===== src/rtl/abc_to_dq_if.sv =====
// Request/result bundle for abc_to_dq: sampled phase currents, rotor angle, d/q results.
`timescale 1ns/1ps
interface abc_to_dq_if #(
  parameter int unsigned N = 24
);
  logic         start;
  logic [N-1:0] A;
  logic [N-1:0] B;
  logic [N-1:0] C;
  logic [N-1:0] CosQ;
  logic [N-1:0] SinQ;
  logic         busy;
  logic         done;
  logic [N-1:0] d;
  logic [N-1:0] q;

  modport master (output start, A, B, C, CosQ, SinQ, input busy, done, d, q);
  modport slave  (input start, A, B, C, CosQ, SinQ, output busy, done, d, q);
endinterface


===== src/rtl/abc_to_dq.sv =====
// Forward Clarke/Park transform, sign-magnitude Q12, one shared multiplier under a start/done FSM.
// Define ABC_3PH_EN to use all three phase currents (latency 9 instead of 7).
`timescale 1ns/1ps
module abc_to_dq #(
  parameter int unsigned N = 24,
  parameter int unsigned Q = 12
) (
  input logic        clk,
  input logic        rst_n,
  abc_to_dq_if.slave bus
);
  localparam int unsigned MW = N - 1;
  localparam logic [N-1:0] K3 = N'(2365);
  localparam logic [N-1:0] K1 = N'(1365);

  // Magnitude product rescaled by Q, upper bits dropped; -0 is allowed here.
  function automatic logic [N-1:0] sm_mul(input logic [N-1:0] x, input logic [N-1:0] y);
    logic [2*MW-1:0] prod;
    prod = {{MW{1'b0}}, x[MW-1:0]} * {{MW{1'b0}}, y[MW-1:0]};
    return {x[N-1] ^ y[N-1], MW'(prod >> Q)};
  endfunction

  function automatic logic [N-1:0] sm_add(input logic [N-1:0] x, input logic [N-1:0] y);
    logic [MW-1:0] mr;
    logic          sr;
    if (x[N-1] == y[N-1]) begin
      mr = x[MW-1:0] + y[MW-1:0];
      sr = x[N-1];
    end else if (x[MW-1:0] >= y[MW-1:0]) begin
      mr = x[MW-1:0] - y[MW-1:0];
      sr = x[N-1];
    end else begin
      mr = y[MW-1:0] - x[MW-1:0];
      sr = y[N-1];
    end
    if (mr == '0) sr = 1'b0;
    return {sr, mr};
  endfunction

  function automatic logic [N-1:0] sm_neg(input logic [N-1:0] x);
    return {~x[N-1], x[MW-1:0]};
  endfunction

  typedef enum logic [3:0] {
    S_IDLE, S_PRE,
`ifdef ABC_3PH_EN
    S_PRE2, S_MA,
`endif
    S_M0, S_M1, S_M2, S_M3, S_M4, S_ADD
  } state_t;

  state_t       state_q, state_d;
  logic         busy_q, busy_d, done_q, done_d;
  logic [N-1:0] a_q, a_d, b_q, b_d, cos_q, cos_d, sin_q, sin_d;
  logic [N-1:0] t_q, t_d, alpha_q, alpha_d, beta_q, beta_d;
  logic [N-1:0] p0_q, p0_d, p1_q, p1_d, p2_q, p2_d, p3_q, p3_d;
  logic [N-1:0] d_q, d_d, q_q, q_d;
  logic [N-1:0] mul_a, mul_b, mul_p;
`ifdef ABC_3PH_EN
  logic [N-1:0] c_q, c_d, s2_q, s2_d;
`endif

  assign mul_p = sm_mul(mul_a, mul_b);

  always_comb begin
    state_d = state_q;
    done_d  = 1'b0;
    a_d = a_q;  b_d = b_q;  cos_d = cos_q;  sin_d = sin_q;
    t_d = t_q;  alpha_d = alpha_q;  beta_d = beta_q;
    p0_d = p0_q;  p1_d = p1_q;  p2_d = p2_q;  p3_d = p3_q;
    d_d = d_q;  q_d = q_q;
    mul_a = '0;
    mul_b = '0;
`ifdef ABC_3PH_EN
    c_d  = c_q;
    s2_d = s2_q;
`endif
    case (state_q)
      S_IDLE: if (bus.start) begin
        a_d = bus.A;  b_d = bus.B;  cos_d = bus.CosQ;  sin_d = bus.SinQ;
`ifdef ABC_3PH_EN
        c_d = bus.C;
`endif
        state_d = S_PRE;
      end
`ifdef ABC_3PH_EN
      S_PRE: begin
        t_d     = sm_add(sm_add(a_q, a_q), sm_neg(b_q));
        s2_d    = sm_add(b_q, sm_neg(c_q));
        state_d = S_PRE2;
      end
      S_PRE2: begin
        t_d     = sm_add(t_q, sm_neg(c_q));
        state_d = S_MA;
      end
      S_MA: begin
        mul_a = t_q;  mul_b = K1;
        alpha_d = mul_p;
        state_d = S_M0;
      end
      S_M0: begin
        mul_a = s2_q;  mul_b = K3;
        beta_d  = mul_p;
        state_d = S_M1;
      end
`else
      S_PRE: begin
        t_d     = sm_add(a_q, sm_add(b_q, b_q));
        alpha_d = a_q;
        state_d = S_M0;
      end
      S_M0: begin
        mul_a = t_q;  mul_b = K3;
        beta_d  = mul_p;
        state_d = S_M1;
      end
`endif
      S_M1: begin mul_a = alpha_q; mul_b = cos_q; p0_d = mul_p; state_d = S_M2; end
      S_M2: begin mul_a = beta_q;  mul_b = sin_q; p1_d = mul_p; state_d = S_M3; end
      S_M3: begin mul_a = alpha_q; mul_b = sin_q; p2_d = mul_p; state_d = S_M4; end
      S_M4: begin mul_a = beta_q;  mul_b = cos_q; p3_d = mul_p; state_d = S_ADD; end
      S_ADD: begin
        d_d     = sm_add(p0_q, p1_q);
        q_d     = sm_add(p3_q, sm_neg(p2_q));
        done_d  = 1'b1;
        state_d = S_IDLE;
      end
      default: state_d = S_IDLE;
    endcase
    busy_d = (state_d != S_IDLE);
  end

  always_ff @(posedge clk or negedge rst_n) begin
    if (!rst_n) begin
      state_q <= S_IDLE;
      busy_q  <= 1'b0;  done_q <= 1'b0;
      a_q <= '0;  b_q <= '0;  cos_q <= '0;  sin_q <= '0;
      t_q <= '0;  alpha_q <= '0;  beta_q <= '0;
      p0_q <= '0;  p1_q <= '0;  p2_q <= '0;  p3_q <= '0;
      d_q <= '0;  q_q <= '0;
`ifdef ABC_3PH_EN
      c_q <= '0;  s2_q <= '0;
`endif
    end else begin
      state_q <= state_d;
      busy_q  <= busy_d;  done_q <= done_d;
      a_q <= a_d;  b_q <= b_d;  cos_q <= cos_d;  sin_q <= sin_d;
      t_q <= t_d;  alpha_q <= alpha_d;  beta_q <= beta_d;
      p0_q <= p0_d;  p1_q <= p1_d;  p2_q <= p2_d;  p3_q <= p3_d;
      d_q <= d_d;  q_q <= q_d;
`ifdef ABC_3PH_EN
      c_q <= c_d;  s2_q <= s2_d;
`endif
    end
  end

  assign bus.busy = busy_q;
  assign bus.done = done_q;
  assign bus.d    = d_q;
  assign bus.q    = q_q;
endmodule


===== src/flat_wrapper.sv =====
// flat-port wrapper written by rule: the top's interface ports become plain ports
module abc_to_dq_flat 
#(
  parameter int unsigned N = 24,
  parameter int unsigned Q = 12
)
  (clk, rst_n, bus_start, bus_A, bus_B, bus_C, bus_CosQ, bus_SinQ, bus_busy, bus_done, bus_d, bus_q);
  abc_to_dq_if #(.N(N)) bus_i ();
  input logic clk;
  input logic rst_n;
  input wire logic [$bits(bus_i.start)-1:0] bus_start;
  input wire logic [$bits(bus_i.A)-1:0] bus_A;
  input wire logic [$bits(bus_i.B)-1:0] bus_B;
  input wire logic [$bits(bus_i.C)-1:0] bus_C;
  input wire logic [$bits(bus_i.CosQ)-1:0] bus_CosQ;
  input wire logic [$bits(bus_i.SinQ)-1:0] bus_SinQ;
  output wire logic [$bits(bus_i.busy)-1:0] bus_busy;
  output wire logic [$bits(bus_i.done)-1:0] bus_done;
  output wire logic [$bits(bus_i.d)-1:0] bus_d;
  output wire logic [$bits(bus_i.q)-1:0] bus_q;
  assign bus_i.start = bus_start;
  assign bus_i.A = bus_A;
  assign bus_i.B = bus_B;
  assign bus_i.C = bus_C;
  assign bus_i.CosQ = bus_CosQ;
  assign bus_i.SinQ = bus_SinQ;
  assign bus_busy = bus_i.busy;
  assign bus_done = bus_i.done;
  assign bus_d = bus_i.d;
  assign bus_q = bus_i.q;
  abc_to_dq #(.N(N), .Q(Q)) u_core (.clk(clk), .rst_n(rst_n), .bus(bus_i));
endmodule

===== config.mk =====
export PLATFORM = sky130hd
export DESIGN_NAME = abc_to_dq_flat
export DESIGN_NICKNAME = d
export VERILOG_FILES = /design/src/rtl/abc_to_dq_if.sv /design/src/rtl/abc_to_dq.sv /design/src/flat_wrapper.sv
export SDC_FILE = /design/constraint.sdc
export NUM_CORES = 2
export LEC_CHECK = 0
export ABC_AREA = 1
export CAP_MARGIN = 20
export CORE_MARGIN = 10
export CORE_UTILIZATION = 45
export CTS_BUF_LIST = sky130_fd_sc_hd__clkbuf_8
export CTS_CLUSTER_DIAMETER = 60
export DETAILED_ROUTE_END_ITERATION = 8
export PLACE_DENSITY_LB_ADDON = 0.25
export SYNTH_ARGS = -nofsm -noshare
export SYNTH_HDL_FRONTEND = slang
export SYNTH_SLANG_ARGS = --single-unit

===== constraint.sdc =====
create_clock -name clk -period 7.6 [get_ports clk]
set_input_delay 2.28 -clock clk [delete_from_list [all_inputs] [get_ports clk]]
set_output_delay 2.28 -clock clk [all_outputs]
set_load 0.005 [all_outputs]

==> metrics.cfg <==
[outcome]
status = finished clean

[logic_synthesis]
synthFlopType = dfrtp_1
synth_top_area_share_pct = 20.05
synth.area.top_cells = nand2_1, dfrtp_1, fa_1
ys_seq_area_share_pct = 18.35
syn_inst = 6521
postSynthAreaPerCell_um2 = 6.608
ys_seq_elements = 316
synth_edf_count = 0
synthesis.area_um2 = 43090
async_flop_share_pct = 100.0
yosysWarnings = 0
yosysTopAreaCell = nand2_1
yosysUniqueCellTypes = 50
synthesis.nets = 7350

[grt]
grt_use_met1_pct = 35.01
grt_max_degree = 157
use_met3_pct = 3.364
track_usage_pct = 26.00
grt_pass1_wl_um = 223700
grt_pass1_vias = 40190
antenna_found_initial = 2
overflow = 0
use_met2_pct = 42.09
busiest_layer = met2

[critical_path]
cp_data_arrival_time_ps = 7890
cpMaxStageDelayCell = fa_1
crit_type = reg -> reg
crit_end = u_core.p0_q[11]
path_common_cell = fa_1
r2r_end = u_core.p0_q[11]
worst-r2r-cell-count = 35
timing.critical_path.buf_inv = 11
crit_path_start_kind = flip-flop
crit_family = adder cells
critPathLaunch = u_core.state_q[2]
cpPeakStageDelay_ps = 610
worstPathRequired_ps = 8140
reg2reg_from = u_core.state_q[2]
path_depth = 35
worst-path-max-fanout = 8
r2r_setup_slack_ps = 250
end_kind = flip-flop

[routing]
vias = 40550
wirelength_um = 142800
route.detailed.drc = 0
drt-wirelength-per-cell_um = 17.71
drtIter0Drc = 3012
drtPass1Iterations = 8
drt.antenna.violating_nets = 0
vias_per_cell = 5.029

[final_layout]
nets = 7581
stdcell_count = 8063
drive_above_1_share_pct = 7.769
fillCellCount = 9692
syn2layout_area_growth_pct = 14.58
design_area_um2 = 49370

[sta]
period_minus_slack_ps = 7350
finalWorstSetupSlack_ps = 250.1
drv_slew = 0
finalCritPeriodShare_pct = 96.71
tightest_slew_ps = 987.5
holdWs_ps = 478.3
slew-limit-headroom_pct = 34.00
rsz0062_at_grt = yes
finClkSkew_ps = 28.84
setup-violations-final = 0
max_freq_mhz = 136.1
final_hold_viol_count = 0

[clock_network]
cts-root-buf = clkbuf_8
clockBufferDepth = 3
clock_latency_ps = 700
htreeDepth = 2
clock-sinks = 316
cts_buffers = 58
clk_pin_slew_ps = 60
tritoncts = built

[floorplan]
die_area_um2 = 108500
rows = 113
die_x_um = 329.5
fp.dieH_um = 329.5
io_pins = 173
placeableCoreArea_um2 = 95010
start_util_pct = 45.35

[placement]
pre_cts_ws_ps = -75.86
port_buffers = 147
place_area_um2 = 47370
dp_hpwl_um = 117700
dp_cells = 7932
gp_congestion = 0.9999

[pwr]
power_mw = 14.09
peakVddDrop_v = 0.0002156
p_per_area_nw_per_um2 = 285.3
power_leakage_nw = 27.73

[hold_path]
hold_path.class = reg -> reg
holdPathStages = 2

[run]
maxCapViolations = 0

cell type report:
class	instances	area (um2)	area share, %
clock inverters	37	294.0	0.5955
inverters	1374	5160	10.45
repair buffers	394	3923	7.944
flip-flops and latches	316	7909	16.02
multi-input cells	4608	29580	59.91
diodes	2	5.005	0.01014
clock buffers	67	922.1	1.868
well taps	1265	1583	3.206
worst min-delay path by stage:
stage | start | endpoint
floorplan | u_core.p1_q[22] | u_core.p1_q[22]
global placement | u_core.beta_q[22] | u_core.beta_q[22]
detailed placement | u_core.t_q[23] | u_core.t_q[23]
CTS | u_core.p2_q[22] | u_core.p2_q[22]
global route | u_core.p2_q[22] | u_core.p2_q[22]
finish | u_core.bus.d[21] | u_core.bus.d[21]
where the power goes:
group	leakage [nW]	internal (mW)	switching, mW
logic	23.0	3.18	6.69
registers	4.04	2.14	0.341
clock network	0.676	0.944	0.789
total	27.7	6.27	7.82
cells in the mapped netlist, types with 3 or more instances:
| master | number |
|---|---|
| a31oi_1 | 58 |
| nor3_1 | 27 |
| a22oi_1 | 14 |
| nand2_1 | 2302 |
| o211ai_1 | 4 |
| a22o_1 | 5 |
| fa_1 | 394 |
| dfrtp_1 | 316 |
| buf_2 | 60 |
| o21a_1 | 4 |
| xor2_1 | 90 |
| clkinv_1 | 8 |
| nor2_1 | 421 |
| mux2_2 | 48 |
| o21bai_1 | 14 |
| clkbuf_1 | 149 |
| or2_2 | 8 |
| nand3b_1 | 5 |
| nand2_4 | 5 |
| o21ai_1 | 20 |
| nand3_1 | 316 |
| inv_2 | 5 |
| nand4_1 | 65 |
| a21oi_1 | 240 |
| inv_1 | 1361 |
| o21ai_0 | 186 |
| buf_4 | 7 |
| xnor2_1 | 18 |
| nor4_1 | 4 |
| nand3_2 | 3 |
| nand2_2 | 20 |
| buf_1 | 6 |
| a31o_2 | 3 |
| ha_1 | 312 |
worst reg2reg max path: cells and delay by family, from the launching register on:
kind            cells  cell delay [ps]
compound gates      5              770
fa+ha+maj           8             3420
buf+inv            11             1220
flops               1              430
simple gates       11             1380
what timing repair did:
item                                    CTS  global route
endpoints found under the setup margin    9            89
hold buffers                              0             0
resized for setup                         7           133
pin swaps                                 0            30
buffers inserted                          0            21
gates cloned                              0             3
flip-flops by register name, indices dropped and copies added, names as in the netlist:
| name | count |
|---|---|
| u_core.bus.q | 24 |
| u_core.bus.busy | 1 |
| u_core.bus.d | 24 |
| u_core.alpha_q | 24 |
| u_core.state_q | 4 |
| u_core.p0_q | 24 |
| u_core.p2_q | 24 |
| u_core.p1_q | 24 |
| u_core.beta_q | 24 |
| u_core.bus.done | 1 |
| u_core.a_q | 24 |
| u_core.sin_q | 24 |
| u_core.cos_q | 24 |
| u_core.t_q | 23 |
| u_core.b_q | 23 |
| u_core.p3_q | 24 |
metal layers:
layer  vias to the layer above  part of all wire [%]
met5                         -                     0
met4                         0                   4.2
met3                       235                   6.4
met2                      1196                    45
met1                     19120                    45
li1                      20000                     -
metrics by stage:
stage / TNS [ps] / utilization [%]
final: 0 / 51.97
after global routing: -1704 / 51.97
after CTS: 0 / 51.16
after detailed placement: -155.2 / 49.86
after global placement: -11.03 / 49.86
after floorplan: 0 / -
cells in the final DEF, fill, tap and decap left out, types with 7 or more instances in the layout:
cell | synthesis | layout
nand2_1 | 2302 | 2275
inv_1 | 1361 | 1373
nor2_1 | 421 | 412
fa_1 | 394 | 387
dfrtp_1 | 316 | 315
nand3_1 | 316 | 308
ha_1 | 312 | 302
a21oi_1 | 240 | 228
buf_4 | 7 | 194
o21ai_0 | 186 | 172
clkdlybuf4s50_1 | 0 | 146
xor2_1 | 90 | 90
clkbuf_8 | 0 | 67
nand4_1 | 65 | 65
a31oi_1 | 58 | 58
mux2_2 | 48 | 48
buf_12 | 0 | 39
nand2_2 | 20 | 38
o21ai_1 | 20 | 31
nor3_1 | 27 | 26
xnor2_1 | 18 | 16
a22oi_1 | 14 | 14
o21bai_1 | 14 | 14
nand2_4 | 5 | 12
a21oi_2 | 0 | 11
inv_2 | 5 | 9
nand3_2 | 3 | 9
buf_6 | 2 | 9
nor2_2 | 1 | 8
clkinv_1 | 8 | 8
ha_4 | 0 | 8
fa_2 | 0 | 7
clkinv_2 | 0 | 7
cell families after synthesis:
kind of cell / after synthesis / synth area share, %
other: 1 / 0.008702
xor gates and xnor gates: 108 / 2.195
muxes: 48 / 1.254
AOI/OAI and AO/OA: 560 / 7.062
adders and majority gates: 706 / 27.36
DFF: 316 / 18.35
buffers and inverters: 1598 / 14.19
and+or+nand+nor: 3184 / 29.58
No activity file was read; power rests on OpenSTA's default activity.
